<file path="src/rtl/dmem_arbiter.sv">
// ---------------------------------------------------------------------------
// dmem_arbiter
//   Two-port arbiter in front of a single data memory with a combinational
//   read port. The core port and the debug/loader port compete for the
//   memory; grants are combinational from the registered arbitration state
//   and the current requests. Under contention the current owner keeps the
//   memory for up to MAX_BURST consecutive grants. After that the other
//   port gets it. From idle, contention is resolved round-robin.
//   Read data is captured at the grant edge and returned one cycle later.
//
// Ports
//   clk                  : clock, all state updates on rising edge
//   rst                  : asynchronous reset, active low
//   core_req/we/mode     : core request, write enable, byte/word mode
//   core_addr/wdata      : core address and write data
//   dbg_req/we/mode      : debug port request, write enable, byte/word mode
//   dbg_addr/wdata       : debug address and write data
//   core_gnt/dbg_gnt     : access taken this cycle
//   core_rvalid/rdata    : registered read return to the core
//   dbg_rvalid/rdata     : registered read return to the debug port
//   core_stall           : core is requesting but not granted (PC hold)
//   mem_addr/wdata/we/mode : memory-side command
//   mem_rdata            : memory read data (combinational)
// ---------------------------------------------------------------------------
module dmem_arbiter #(
  parameter int DATA_WIDTH = 32,
  parameter int ADDR_WIDTH = 32,
  parameter int MAX_BURST  = 4
) (
  input  logic                  clk,
  input  logic                  rst,
  input  logic                  core_req,
  input  logic                  core_we,
  input  logic                  core_mode,
  input  logic [ADDR_WIDTH-1:0] core_addr,
  input  logic [DATA_WIDTH-1:0] core_wdata,
  input  logic                  dbg_req,
  input  logic                  dbg_we,
  input  logic                  dbg_mode,
  input  logic [ADDR_WIDTH-1:0] dbg_addr,
  input  logic [DATA_WIDTH-1:0] dbg_wdata,
  output logic                  core_gnt,
  output logic                  dbg_gnt,
  output logic                  core_rvalid,
  output logic [DATA_WIDTH-1:0] core_rdata,
  output logic                  dbg_rvalid,
  output logic [DATA_WIDTH-1:0] dbg_rdata,
  output logic                  core_stall,
  output logic [ADDR_WIDTH-1:0] mem_addr,
  output logic [DATA_WIDTH-1:0] mem_wdata,
  output logic                  mem_we,
  output logic                  mem_mode,
  input  logic [DATA_WIDTH-1:0] mem_rdata
);

  typedef enum logic [1:0] {
    OWN_IDLE = 2'd0,
    OWN_CORE = 2'd1,
    OWN_DBG  = 2'd2
  } owner_t;

  // Encoding of the last-granted flag
  localparam logic LAST_CORE = 1'b0;
  localparam logic LAST_DBG  = 1'b1;

  localparam logic [3:0] BURST_LIMIT = 4'(MAX_BURST);

  owner_t                owner_reg, owner_next;
  logic [3:0]            cnt_reg, cnt_next;
  logic                  last_reg, last_next;
  logic                  core_rvalid_reg, core_rvalid_next;
  logic                  dbg_rvalid_reg, dbg_rvalid_next;
  logic [DATA_WIDTH-1:0] core_rdata_reg, core_rdata_next;
  logic [DATA_WIDTH-1:0] dbg_rdata_reg, dbg_rdata_next;
  logic [3:0]            cnt_inc;

  // Grant decision: purely combinational from registered state + requests
  always_comb begin
    core_gnt = 1'b0;
    dbg_gnt  = 1'b0;
    if (core_req && !dbg_req) begin
      core_gnt = 1'b1;
    end else if (dbg_req && !core_req) begin
      dbg_gnt = 1'b1;
    end else if (core_req && dbg_req) begin
      unique case (owner_reg)
        OWN_CORE: begin
          if (cnt_reg < BURST_LIMIT) core_gnt = 1'b1;
          else                       dbg_gnt  = 1'b1;
        end
        OWN_DBG: begin
          if (cnt_reg < BURST_LIMIT) dbg_gnt  = 1'b1;
          else                       core_gnt = 1'b1;
        end
        default: begin
          // Round-robin from idle: favour whoever did not go last
          if (last_reg == LAST_DBG) core_gnt = 1'b1;
          else                      dbg_gnt  = 1'b1;
        end
      endcase
    end
  end

  assign core_stall = core_req & ~core_gnt;

  // Memory mux defaults to the core side when nobody is granted
  assign mem_addr  = dbg_gnt ? dbg_addr  : core_addr;
  assign mem_wdata = dbg_gnt ? dbg_wdata : core_wdata;
  assign mem_mode  = dbg_gnt ? dbg_mode  : core_mode;
  // Grants remain live during reset, so the write strobe is gated by rst
  assign mem_we    = rst & ((core_gnt & core_we) | (dbg_gnt & dbg_we));

  assign cnt_inc = (cnt_reg == 4'hF) ? 4'hF : cnt_reg + 4'd1;

  // Next-state logic
  always_comb begin
    owner_next       = OWN_IDLE;
    cnt_next         = 4'd0;
    last_next        = last_reg;
    core_rvalid_next = 1'b0;
    dbg_rvalid_next  = 1'b0;
    core_rdata_next  = core_rdata_reg;
    dbg_rdata_next   = dbg_rdata_reg;
    if (core_gnt) begin
      owner_next = OWN_CORE;
      last_next  = LAST_CORE;
      cnt_next   = (owner_reg == OWN_CORE) ? cnt_inc : 4'd1;
      if (!core_we) begin
        core_rvalid_next = 1'b1;
        core_rdata_next  = mem_rdata;
      end
    end else if (dbg_gnt) begin
      owner_next = OWN_DBG;
      last_next  = LAST_DBG;
      cnt_next   = (owner_reg == OWN_DBG) ? cnt_inc : 4'd1;
      if (!dbg_we) begin
        dbg_rvalid_next = 1'b1;
        dbg_rdata_next  = mem_rdata;
      end
    end
  end

  // State register
  always_ff @(posedge clk or negedge rst) begin
    if (!rst) begin
      owner_reg       <= OWN_IDLE;
      cnt_reg         <= 4'd0;
      last_reg        <= LAST_DBG;
      core_rvalid_reg <= 1'b0;
      dbg_rvalid_reg  <= 1'b0;
      core_rdata_reg  <= '0;
      dbg_rdata_reg   <= '0;
    end else begin
      owner_reg       <= owner_next;
      cnt_reg         <= cnt_next;
      last_reg        <= last_next;
      core_rvalid_reg <= core_rvalid_next;
      dbg_rvalid_reg  <= dbg_rvalid_next;
      core_rdata_reg  <= core_rdata_next;
      dbg_rdata_reg   <= dbg_rdata_next;
    end
  end

  assign core_rvalid = core_rvalid_reg;
  assign dbg_rvalid  = dbg_rvalid_reg;
  assign core_rdata  = core_rdata_reg;
  assign dbg_rdata   = dbg_rdata_reg;

endmodule
</file>
<file path="config.mk">
export PLATFORM = sky130hd
export DESIGN_NAME = dmem_arbiter
export DESIGN_NICKNAME = d
export VERILOG_FILES = /design/src/rtl/dmem_arbiter.sv
export SDC_FILE = /design/constraint.sdc
export NUM_CORES = 1
export LEC_CHECK = 0
export CORE_AREA = 4 4 115 117
export DETAILED_ROUTE_END_ITERATION = 6
export DIE_AREA = 0 0 119 121
export GPL_TIMING_DRIVEN = 1
export PLACE_DENSITY = 0.75
export REMOVE_ABC_BUFFERS = 1
export SLEW_MARGIN = 15
export SYNTH_ARGS = -nofsm -noshare
export SYNTH_HDL_FRONTEND = slang
export SYNTH_SLANG_ARGS = --single-unit
</file>
<file path="constraint.sdc">
create_clock -name clk -period 2.46 [get_ports clk]
set_clock_uncertainty 0.15 [all_clocks]
set_input_delay 0.369 -clock clk [delete_from_list [all_inputs] [get_ports clk]]
set_output_delay 0.369 -clock clk [all_outputs]
set_load 0.01 [all_outputs]
</file>
==> results.ini <==
[timing]
drv_slew=0
timing.final.crit_share=1.12
hold-worst-slack_ns=0.320
rsz0062_at_grt=yes
layout_setup_ws_ns=-0.294
setup_violations=101
max_freq_mhz=363
max-slew-margin-rel=0.435
post-route-min-period_ns=2.75
hold_violations=0
worstMarginPinSlew_ns=0.848

[worst_setup_path]
crit_buf_inv=5
critical_path.max_fanout=8
critPathLaunchType=flip-flop
crit_type=reg2out
cp_top_family=buffers and inverters
max_stage_delay_ns=0.39
slowest_stage=dfrtp_1
cp.arrival_ns=2.24
cp-end-kind=output pin
cp.required_ns=1.94
worstPathCellList=inv_2 > ha_4 > nand3_2 > nand2_2 > a31oi_4 > buf_6 > buf_12 > buf_12 > mux2_4 > buf_6

[floorplanning]
die-height_um=121
row_count=41
die_w_um=119
ios=303
core_area_um2=12400
initial_utilization=0.312
die_area_um2=14400

[synthesis]
avgSynthCellArea_um2=14.2
yosys.cell_types.count=32
synth_area_um2=3850
yosysWarnings=0
synthFlopType=dfrtp_1
synth-edff-count=0
synth_seq_cells=73
yosysSeqAreaShare=0.475
syn_inst=272
async_flop_share=1.00

[finish]
fin_nets=791
fin_area_um2=8220
layout-drive-gt1-share=0.396
final_util=0.665
area_growth_syn_to_layout_pct=113

[clock_network]
cts.clk_slew.worst_paths_ns=0.06
clockRootBuffer=clkbuf_16
cts_tree=yes
clock_sinks=73
cts-buffers-inserted=9
clk_path_buf_depth=2
worst_skew_pair.late_latency_ns=0.33
h-tree-depth=3

[hold_path]
hold_path.class=in2async

[route]
drc_errors=0
wl_per_cell_um=23.9
antenna_left=0
firstDrtPassIters=4
dr_total_vias=3780
finalWirelength_um=19100
viasPerCell=4.74
drt_iter0_drc=387

[global_route]
antenna_found_initial=2
grt_max_degree=69
grt_overflow=0
grt_pass1_wl_um=27500
grt_pass1_vias=4132
grt_use_total=0.261

[run_status]
outcome=complete, but fails checks
failed_checks=setup timing

[placement]
dpl_cell_area_um2=7270
dp_hpwl_um=15200
port_buffers=302
place.gp.congestion=0.906

[run]
drv_cap=0

[pwr]
p_leak_nw=3.71
vdd_ir_drop_max_uv=404
power_density_nw_per_um2=713

-- synthesized netlist by cell type, drive strengths merged, types with 2 or more instances --
| library cell | number | area (um^2) |
|---|---|---|
| a21oi | 3 | 18.8 |
| o21ai | 2 | 10.0 |
| a31oi | 4 | 31.3 |
| inv | 8 | 30.0 |
| nand2b | 3 | 18.8 |
| nand3 | 4 | 20.0 |
| a211oi | 2 | 15.0 |
| nor3 | 2 | 10.0 |
| ha | 3 | 37.5 |
| nand2 | 5 | 18.8 |
| buf | 15 | 96.3 |
| mux2 | 129 | 1560 |
| nor2 | 8 | 30.0 |
| and2 | 2 | 12.5 |
| dfrtp | 72 | 1800 |
-- layout make-up --
cell class	count	area, um^2
antenna	1	2.50
clock buffer	11	253
clock inverter	4	28.8
fill	896	4140
inverter	8	30.0
multi-input combinational	176	2160
sequential	73	1830
tap	172	215
timing repair buffer	352	3710
-- layer usage --
metal / up-vias / part of all wire / track usage
met1: 1854 / 0.39 / 0.311
met5: - / 0.00094 / 0
met2: 220 / 0.51 / 0.464
met4: 2 / 0.017 / 0.0688
met3: 23 / 0.083 / 0.0741
li1: 1681 / - / -
-- power breakdown --
group	leakage, nW	switching, W	internal, W
Sequential	0.866	0.000198	0.00154
Clock	0.134	0.000492	0.000731
Combinational	2.71	0.00107	0.00183
Total	3.71	0.00176	0.00410
-- cell families (layout without fill, tap and decap cells) --
logic type / after synthesis / count (layout) / share of synthesized area
simple gates: 27 / 27 / 0.0393
fa+ha+maj: 3 / 3 / 0.00975
mux: 129 / 129 / 0.405
buf+inv: 23 / 375 / 0.0328
compound gates: 17 / 17 / 0.0380
flops: 73 / 73 / 0.475
other cells: 0 / 1 / 0
-- stage by stage --
step	total power, W	instances	TNS, ns	worst slack [ns]
after detailed placement	0.00427	757	-30.54	-0.556
final	0.00586	797	-19.18	-0.294
after floorplan	0.00267	257	-110.80	-1.60
after CTS	0.00585	795	-17.03	-0.276
after global routing	0.00609	797	-25.98	-0.360
after global placement	0.00421	757	-29.92	-0.567
-- final timing paths --
path / startpoint / to / slack [ns] / depth (start not counted)
worst max-delay path: owner_reg[0] / mem_mode / -0.29 / 10
min in group clk: dbg_rdata[21] / dbg_rdata[21] / 0.34 / 1
worst min-delay path: rst / core_rdata[27] / 0.32 / 2
worst max register to register: owner_reg[0] / core_rdata[3] / -0.14 / 11
max in group asynchronous: rst / core_rdata[6] / 0.74 / 3
worst min register to register: dbg_rdata[21] / dbg_rdata[21] / 0.34 / 1
-- what timing repair did --
item                                    4_1_cts  5_1_grt
hold buffers                                  1        0
gates resized for setup                     394       21
gates cloned                                  6        1
setup buffers                                16        2
hold endpoints to repair                      5        0
endpoints found under the setup margin      101      133
pin swaps                                     6        3
-- placed cells by master (no fill, tap or decap), types with 4 or more instances in the layout --
master	count
clkdlybuf4s50_1	232
mux2_4	84
dfrtp_1	72
buf_6	60
mux2_1	31
buf_4	26
buf_12	15
mux2_2	14
buf_2	12
clkbuf_16	10
nor2_1	8
inv_1	6
nand2_1	4
buf_16	4
No activity file was read; power rests on OpenSTA's default activity.
